## config.mk

```make
export PLATFORM = sky130hd
export DESIGN_NAME = mem_port_arbiter
export DESIGN_NICKNAME = d
export VERILOG_FILES = /design/src/rtl/simple_processor_pkg.sv /design/src/rtl/mem_port_arbiter.sv
export SDC_FILE = /design/constraint.sdc
export NUM_CORES = 1
export LEC_CHECK = 0
export CORE_MARGIN = 8
export CORE_UTILIZATION = 34
export DETAILED_ROUTE_END_ITERATION = 7
export PLACE_DENSITY = 0.83
export SLEW_MARGIN = 20
export SYNTH_ARGS = -nofsm -noshare
export SYNTH_HDL_FRONTEND = slang
export SYNTH_SLANG_ARGS = --single-unit
```

## constraint.sdc

```tcl
create_clock -name clk_i -period 2.57 [get_ports clk_i]
set_clock_uncertainty 0.15 [all_clocks]
set_input_delay 0.257 -clock clk_i [delete_from_list [all_inputs] [get_ports clk_i]]
set_output_delay 0.257 -clock clk_i [all_outputs]
set_load 0.1 [all_outputs]
```

## src/rtl/simple_processor_pkg.sv

```systemverilog
// rtl/simple_processor_pkg.sv - shared bus widths for the simple processor memory system
package simple_processor_pkg;
    parameter int ADDR_WIDTH = 32;
    parameter int DATA_WIDTH = 32;
endpackage

```

## src/rtl/mem_port_arbiter.sv

```systemverilog
// rtl/mem_port_arbiter.sv - round-robin arbiter sharing one memory port between I and D requesters
// One transaction in flight; attributes latched at grant, watchdog aborts a stalled memory.
module mem_port_arbiter #(
    parameter int ADDR_WIDTH     = simple_processor_pkg::ADDR_WIDTH,
    parameter int DATA_WIDTH     = simple_processor_pkg::DATA_WIDTH,
    parameter int TIMEOUT_CYCLES = 64
) (
    input  logic                  clk_i,
    input  logic                  arst_ni,
    input  logic                  imem_req_i,
    input  logic [ADDR_WIDTH-1:0] imem_addr_i,
    output logic [DATA_WIDTH-1:0] imem_rdata_o,
    output logic                  imem_ack_o,
    input  logic                  dmem_req_i,
    input  logic                  dmem_we_i,
    input  logic [ADDR_WIDTH-1:0] dmem_addr_i,
    input  logic [DATA_WIDTH-1:0] dmem_wdata_i,
    output logic [DATA_WIDTH-1:0] dmem_rdata_o,
    output logic                  dmem_ack_o,
    output logic                  mem_req_o,
    output logic                  mem_we_o,
    output logic [ADDR_WIDTH-1:0] mem_addr_o,
    output logic [DATA_WIDTH-1:0] mem_wdata_o,
    input  logic [DATA_WIDTH-1:0] mem_rdata_i,
    input  logic                  mem_ack_i,
    output logic                  timeout_o
);

    localparam int CW = (TIMEOUT_CYCLES > 0) ? $clog2(TIMEOUT_CYCLES + 1) : 1;
    localparam logic [CW-1:0] LP_LAST = CW'((TIMEOUT_CYCLES > 0) ? TIMEOUT_CYCLES - 1 : 0);
    localparam logic [CW-1:0] LP_MAX  = '1;

    typedef enum logic [1:0] {S_IDLE, S_BUSY_I, S_BUSY_D} state_t;

    state_t                r_state;
    state_t                w_next_state;
    logic                  r_last_d;
    logic                  r_mem_we;
    logic [ADDR_WIDTH-1:0] r_mem_addr;
    logic [DATA_WIDTH-1:0] r_mem_wdata;
    logic [CW-1:0]         r_wdog;
    logic                  w_busy;
    logic                  w_grant_i;
    logic                  w_grant_d;
    logic                  w_timeout;
    logic                  w_done;

    // On a conflict the port that was not served last wins.
    assign w_busy    = (r_state != S_IDLE);
    assign w_grant_i = (r_state == S_IDLE) && imem_req_i && (!dmem_req_i || r_last_d);
    assign w_grant_d = (r_state == S_IDLE) && dmem_req_i && !w_grant_i;
    assign w_timeout = (TIMEOUT_CYCLES != 0) && w_busy && !mem_ack_i && (r_wdog == LP_LAST);
    assign w_done    = w_busy && (mem_ack_i || w_timeout);

    always_ff @(posedge clk_i or negedge arst_ni) begin
        if (!arst_ni) begin
            r_state <= S_IDLE;
        end else begin
            r_state <= w_next_state;
        end
    end

    always_comb begin
        w_next_state = r_state;
        case (r_state)
            S_IDLE: begin
                if (w_grant_i) begin
                    w_next_state = S_BUSY_I;
                end else if (w_grant_d) begin
                    w_next_state = S_BUSY_D;
                end
            end
            S_BUSY_I, S_BUSY_D: begin
                if (w_done) begin
                    w_next_state = S_IDLE;
                end
            end
            default: w_next_state = S_IDLE;
        endcase
    end

    always_comb begin
        mem_req_o    = w_busy;
        imem_ack_o   = (r_state == S_BUSY_I) && w_done;
        dmem_ack_o   = (r_state == S_BUSY_D) && w_done;
        timeout_o    = w_timeout;
        imem_rdata_o = w_timeout ? '0 : mem_rdata_i;
        dmem_rdata_o = w_timeout ? '0 : mem_rdata_i;
    end

    // Attributes are captured only at grant so requester changes never reach the memory mid-transaction.
    always_ff @(posedge clk_i or negedge arst_ni) begin
        if (!arst_ni) begin
            r_last_d    <= 1'b1;
            r_mem_we    <= 1'b0;
            r_mem_addr  <= '0;
            r_mem_wdata <= '0;
            r_wdog      <= '0;
        end else if (w_grant_i) begin
            r_last_d    <= 1'b0;
            r_mem_we    <= 1'b0;
            r_mem_addr  <= imem_addr_i;
            r_mem_wdata <= '0;
            r_wdog      <= '0;
        end else if (w_grant_d) begin
            r_last_d    <= 1'b1;
            r_mem_we    <= dmem_we_i;
            r_mem_addr  <= dmem_addr_i;
            r_mem_wdata <= dmem_wdata_i;
            r_wdog      <= '0;
        end else if (w_busy && !mem_ack_i && (r_wdog != LP_MAX)) begin
            r_wdog <= r_wdog + 1'b1;
        end
    end

    assign mem_we_o    = r_mem_we;
    assign mem_addr_o  = r_mem_addr;
    assign mem_wdata_o = r_mem_wdata;

endmodule

```

==> impl_metrics.yaml <==
die:
  rows: 37
  start_util_pct: 34.77
  core-area_um2: 10230
  die_h_um: 118.3
  dieArea_um2: 13990
  die_w_um: 118.3
  pin_count: 267
detailed_routing:
  vias_per_cell: 5.054
  top_layer_used: "met4"
  met2_length_um: 7804
  wire_per_inst_um: 20.61
  met3_length_um: 1149
  postRouteAntennaNets: 0
  drt_iter0_markers: 282
  drcViolationCount: 0
  vias: 3548
  routed_wl_um: 14470
  drtPass1Iterations: 6
  drt-met1-wl_um: 5301
critical_path:
  rr_worst_depth: 7
  timing.rr.start: "r_state[0]"
  path_max_fanout: 8
  crit_path_end_kind: "output port"
  slowest_delay_ns: 0.41
  criticalPathCategory: "flip-flop to output port"
  reg2reg_to: "r_wdog[5]"
  critPathSlowestCell: "dfrtp_1"
  cp.required_ns: 2.16
  crit_arrival_ns: 2.08
  path_cells: "inv_1 -> ha_1 -> nor4_4 -> buf_4 -> and2b_2 -> buf_12"
  critPathLaunchType: "flip-flop"
  r2r_slack_ns: 0.24
power_and_ir_drop:
  comb_power_share_pct: 69.2
  clkPwrFrac_pct: 9.6
  sw_frac_of_total_pct: 61.33
  peakVddDrop_uv: 1417
  p_seq_share_pct: 21.2
  power-per-cell-area_nw_per_um2: 1348
  p_leak_nw: 3.453
  p_sw_w: 0.005926
  p_int_w: 0.003736
cells_and_area:
  fill_cells: 693
  finalNonFillerCells: 702
  multi_input_area_um2: 1366
  fin_nets: 699
  antenna_cells: 0
  final_core_util_pct: 70.07
  drive_gt1_share_pct: 37.99
  seqCellArea_um2: 1878
  area_growth_pct: 101.5
sta:
  slew_headroom_pct: 40.86
  finalHoldViolCount: 0
  fmax_mhz: 401.4
  fin_crit_ns: 2.491
  drv_slew: 0
  fin_crit_sh_pct: 96.93
  tightestPinTransition_ns: 0.8872
  setup-tns-final_ns: 0
  setup_violations: 0
clock_tree:
  numClockSinks: 75
  cts_buffers: 9
  h-tree-depth: 3
  clockBufferDepth: 2
  root_buffer: "clkbuf_8"
  insertion_delay_ns: 0.34
  clkTransAtPathRegs_ns: 0.09
  cts_tree: "done"
synthesis:
  ys.flop_type: "dfrtp_1"
  ys_types: 39
  synth.net_count: 450
  syn-cell-area_um2: 3557
  ys_ff_latch: 75
  async_reset_ff_share_pct: 100.0
  syn_avg_cell_area_um2: 11.40
  synth_edf_count: 0
  syn-instance-count: 312
  ys.warnings.count: 0
  ys_seq_area_share_pct: 52.80
run:
  max_cap_violations: 0
global_route:
  antenna_found_initial: 0
  grt_pass1_vias: 4040
  grt_overflow_total: 0
  grt_max_degree: 43
  grt_pass1_wl_um: 22840
  grt_use_total_pct: 20.47
status:
  outcome: "finished, final reports clean"
place:
  place.gp.congestion: 0.8137
  dp_cells: 670
  place_hpwl_um: 11660
  portBuffers: 266
worst_hold_path:
  min_from: "dmem_wdata_i[13]"
  hold_depth: 2
  min_path_type: "input pin to flip-flop"
  hold_path_end: "mem_wdata_o[13]"
==> synthesized netlist by cell type, types with 2 or more instances <==
cell type	number	area, um^2
ha_1	4	50.05
nand4_1	2	12.51
nor2_1	3	11.26
a222oi_1	32	320.3
a22o_1	33	289.0
buf_4	32	240.2
a21oi_1	3	15.01
and2b_1	3	22.52
buf_2	9	45.04
and2_1	3	18.77
o21ai_0	5	25.02
nor2b_1	20	125.1
nand3_1	4	20.02
clkbuf_1	7	26.28
inv_1	39	146.4
nor2b_2	9	78.83
nand2_1	5	18.77
buf_6	5	56.30
dfrtp_1	74	1852
==> layout make-up <==
class                   instances  area share, %
clock inverters                 7          1.152
flip-flops and latches         75          26.20
repair buffers                291          47.45
multi-input cells             145          19.06
well taps                     136          2.373
clock buffers                   9          1.728
inverters                      39          2.042
==> worst max path at each step <==
stage | start | end | slack, ns | cells past startpoint
floorplan | r_wdog[0] | imem_rdata_o[22] | -0.29 | 7
global placement | mem_ack_i | dmem_rdata_o[0] | 0.36 | 5
detailed placement | r_wdog[0] | imem_rdata_o[0] | 0.26 | 7
CTS | r_wdog[0] | imem_rdata_o[0] | -0.06 | 8
global route | r_wdog[0] | imem_rdata_o[0] | -0.02 | 7
finish | r_state[0] | imem_rdata_o[0] | 0.08 | 6
==> state kept, by name, indices dropped and copies added, names as in the netlist <==
name	cells
mem_addr_o	32
mem_wdata_o	32
mem_we_o	1
r_last_d	1
r_state	2
r_wdog	7
==> power groups by stage <==
stage / clock network (W) / registers [W] / logic, W
final: 0.000930 / 0.00205 / 0.00668
after global routing: 0.00101 / 0.00212 / 0.00690
after CTS: 0.000961 / 0.00205 / 0.00669
after detailed placement: 0 / 0.00205 / 0.00666
after global placement: 0 / 0.00203 / 0.00655
after floorplan: 0 / 0.00550 / 0.00150
==> critical path, delay by kind of cell, from the launching register on <==
family        cells  cell delay (ns)
fa+ha+maj         1             0.25
buf+inv           3             0.49
flops             1             0.41
simple gates      2             0.60
==> metal layers <==
| layer | track usage, % | vias up |
|---|---|---|
| met5 | 0 | - |
| met4 | 7.126 | 0 |
| met3 | 5.616 | 17 |
| met2 | 38.47 | 214 |
| met1 | 21.37 | 1717 |
| li1 | - | 1600 |
==> logic make-up (layout without fill, tap and decap cells) <==
kind of cell / Yosys count / after routing / share of synthesized area [%]
AND/OR/NAND/NOR: 55 / 55 / 10.24
buffers and inverters: 92 / 346 / 14.46
flip-flops: 75 / 75 / 52.80
adder cells (fa/ha/maj): 4 / 4 / 1.407
AO/OA/AOI/OAI: 86 / 86 / 21.11
==> stage by stage <==
step	hold slack (ns)	power, W	setup slack (ns)	cell area, um^2
CTS	0.3265	0.009695	-0.05747	7144
floorplan	-0.1886	0.007001	-0.2884	3706
global route	0.3382	0.01003	-0.02292	7169
global placement	0.2503	0.008584	0.3555	6795
detailed placement	0.2714	0.008709	0.2580	6795
finish	0.3507	0.009662	0.07894	7169
==> cells in the final DEF (no fill, tap or decap), types with 2 or more instances in the layout <==
cell type        count
and2b_2              3
clkbuf_8             9
clkinvlp_4           2
nor2b_2              6
nor2b_4             23
a21oi_1              2
o21ai_0              5
buf_12              69
a22o_1              33
and2_1               3
inv_6                2
nor2_1               3
ha_1                 3
nand2_1              5
buf_4               86
inv_1               39
a222oi_1            32
nand4_1              2
dfrtp_1             74
nand3_1              4
clkdlybuf4s50_1    132
==> timing repair <==
action	4_1_cts	5_1_grt
endpoints found under the hold margin	36	0
buffers inserted	10	4
gates cloned	2	0
hold buffers	1	0
pin swaps	2	1
endpoints found under the setup margin	27	63
resized for setup	5	3
(Power assumes the default switching activity.)
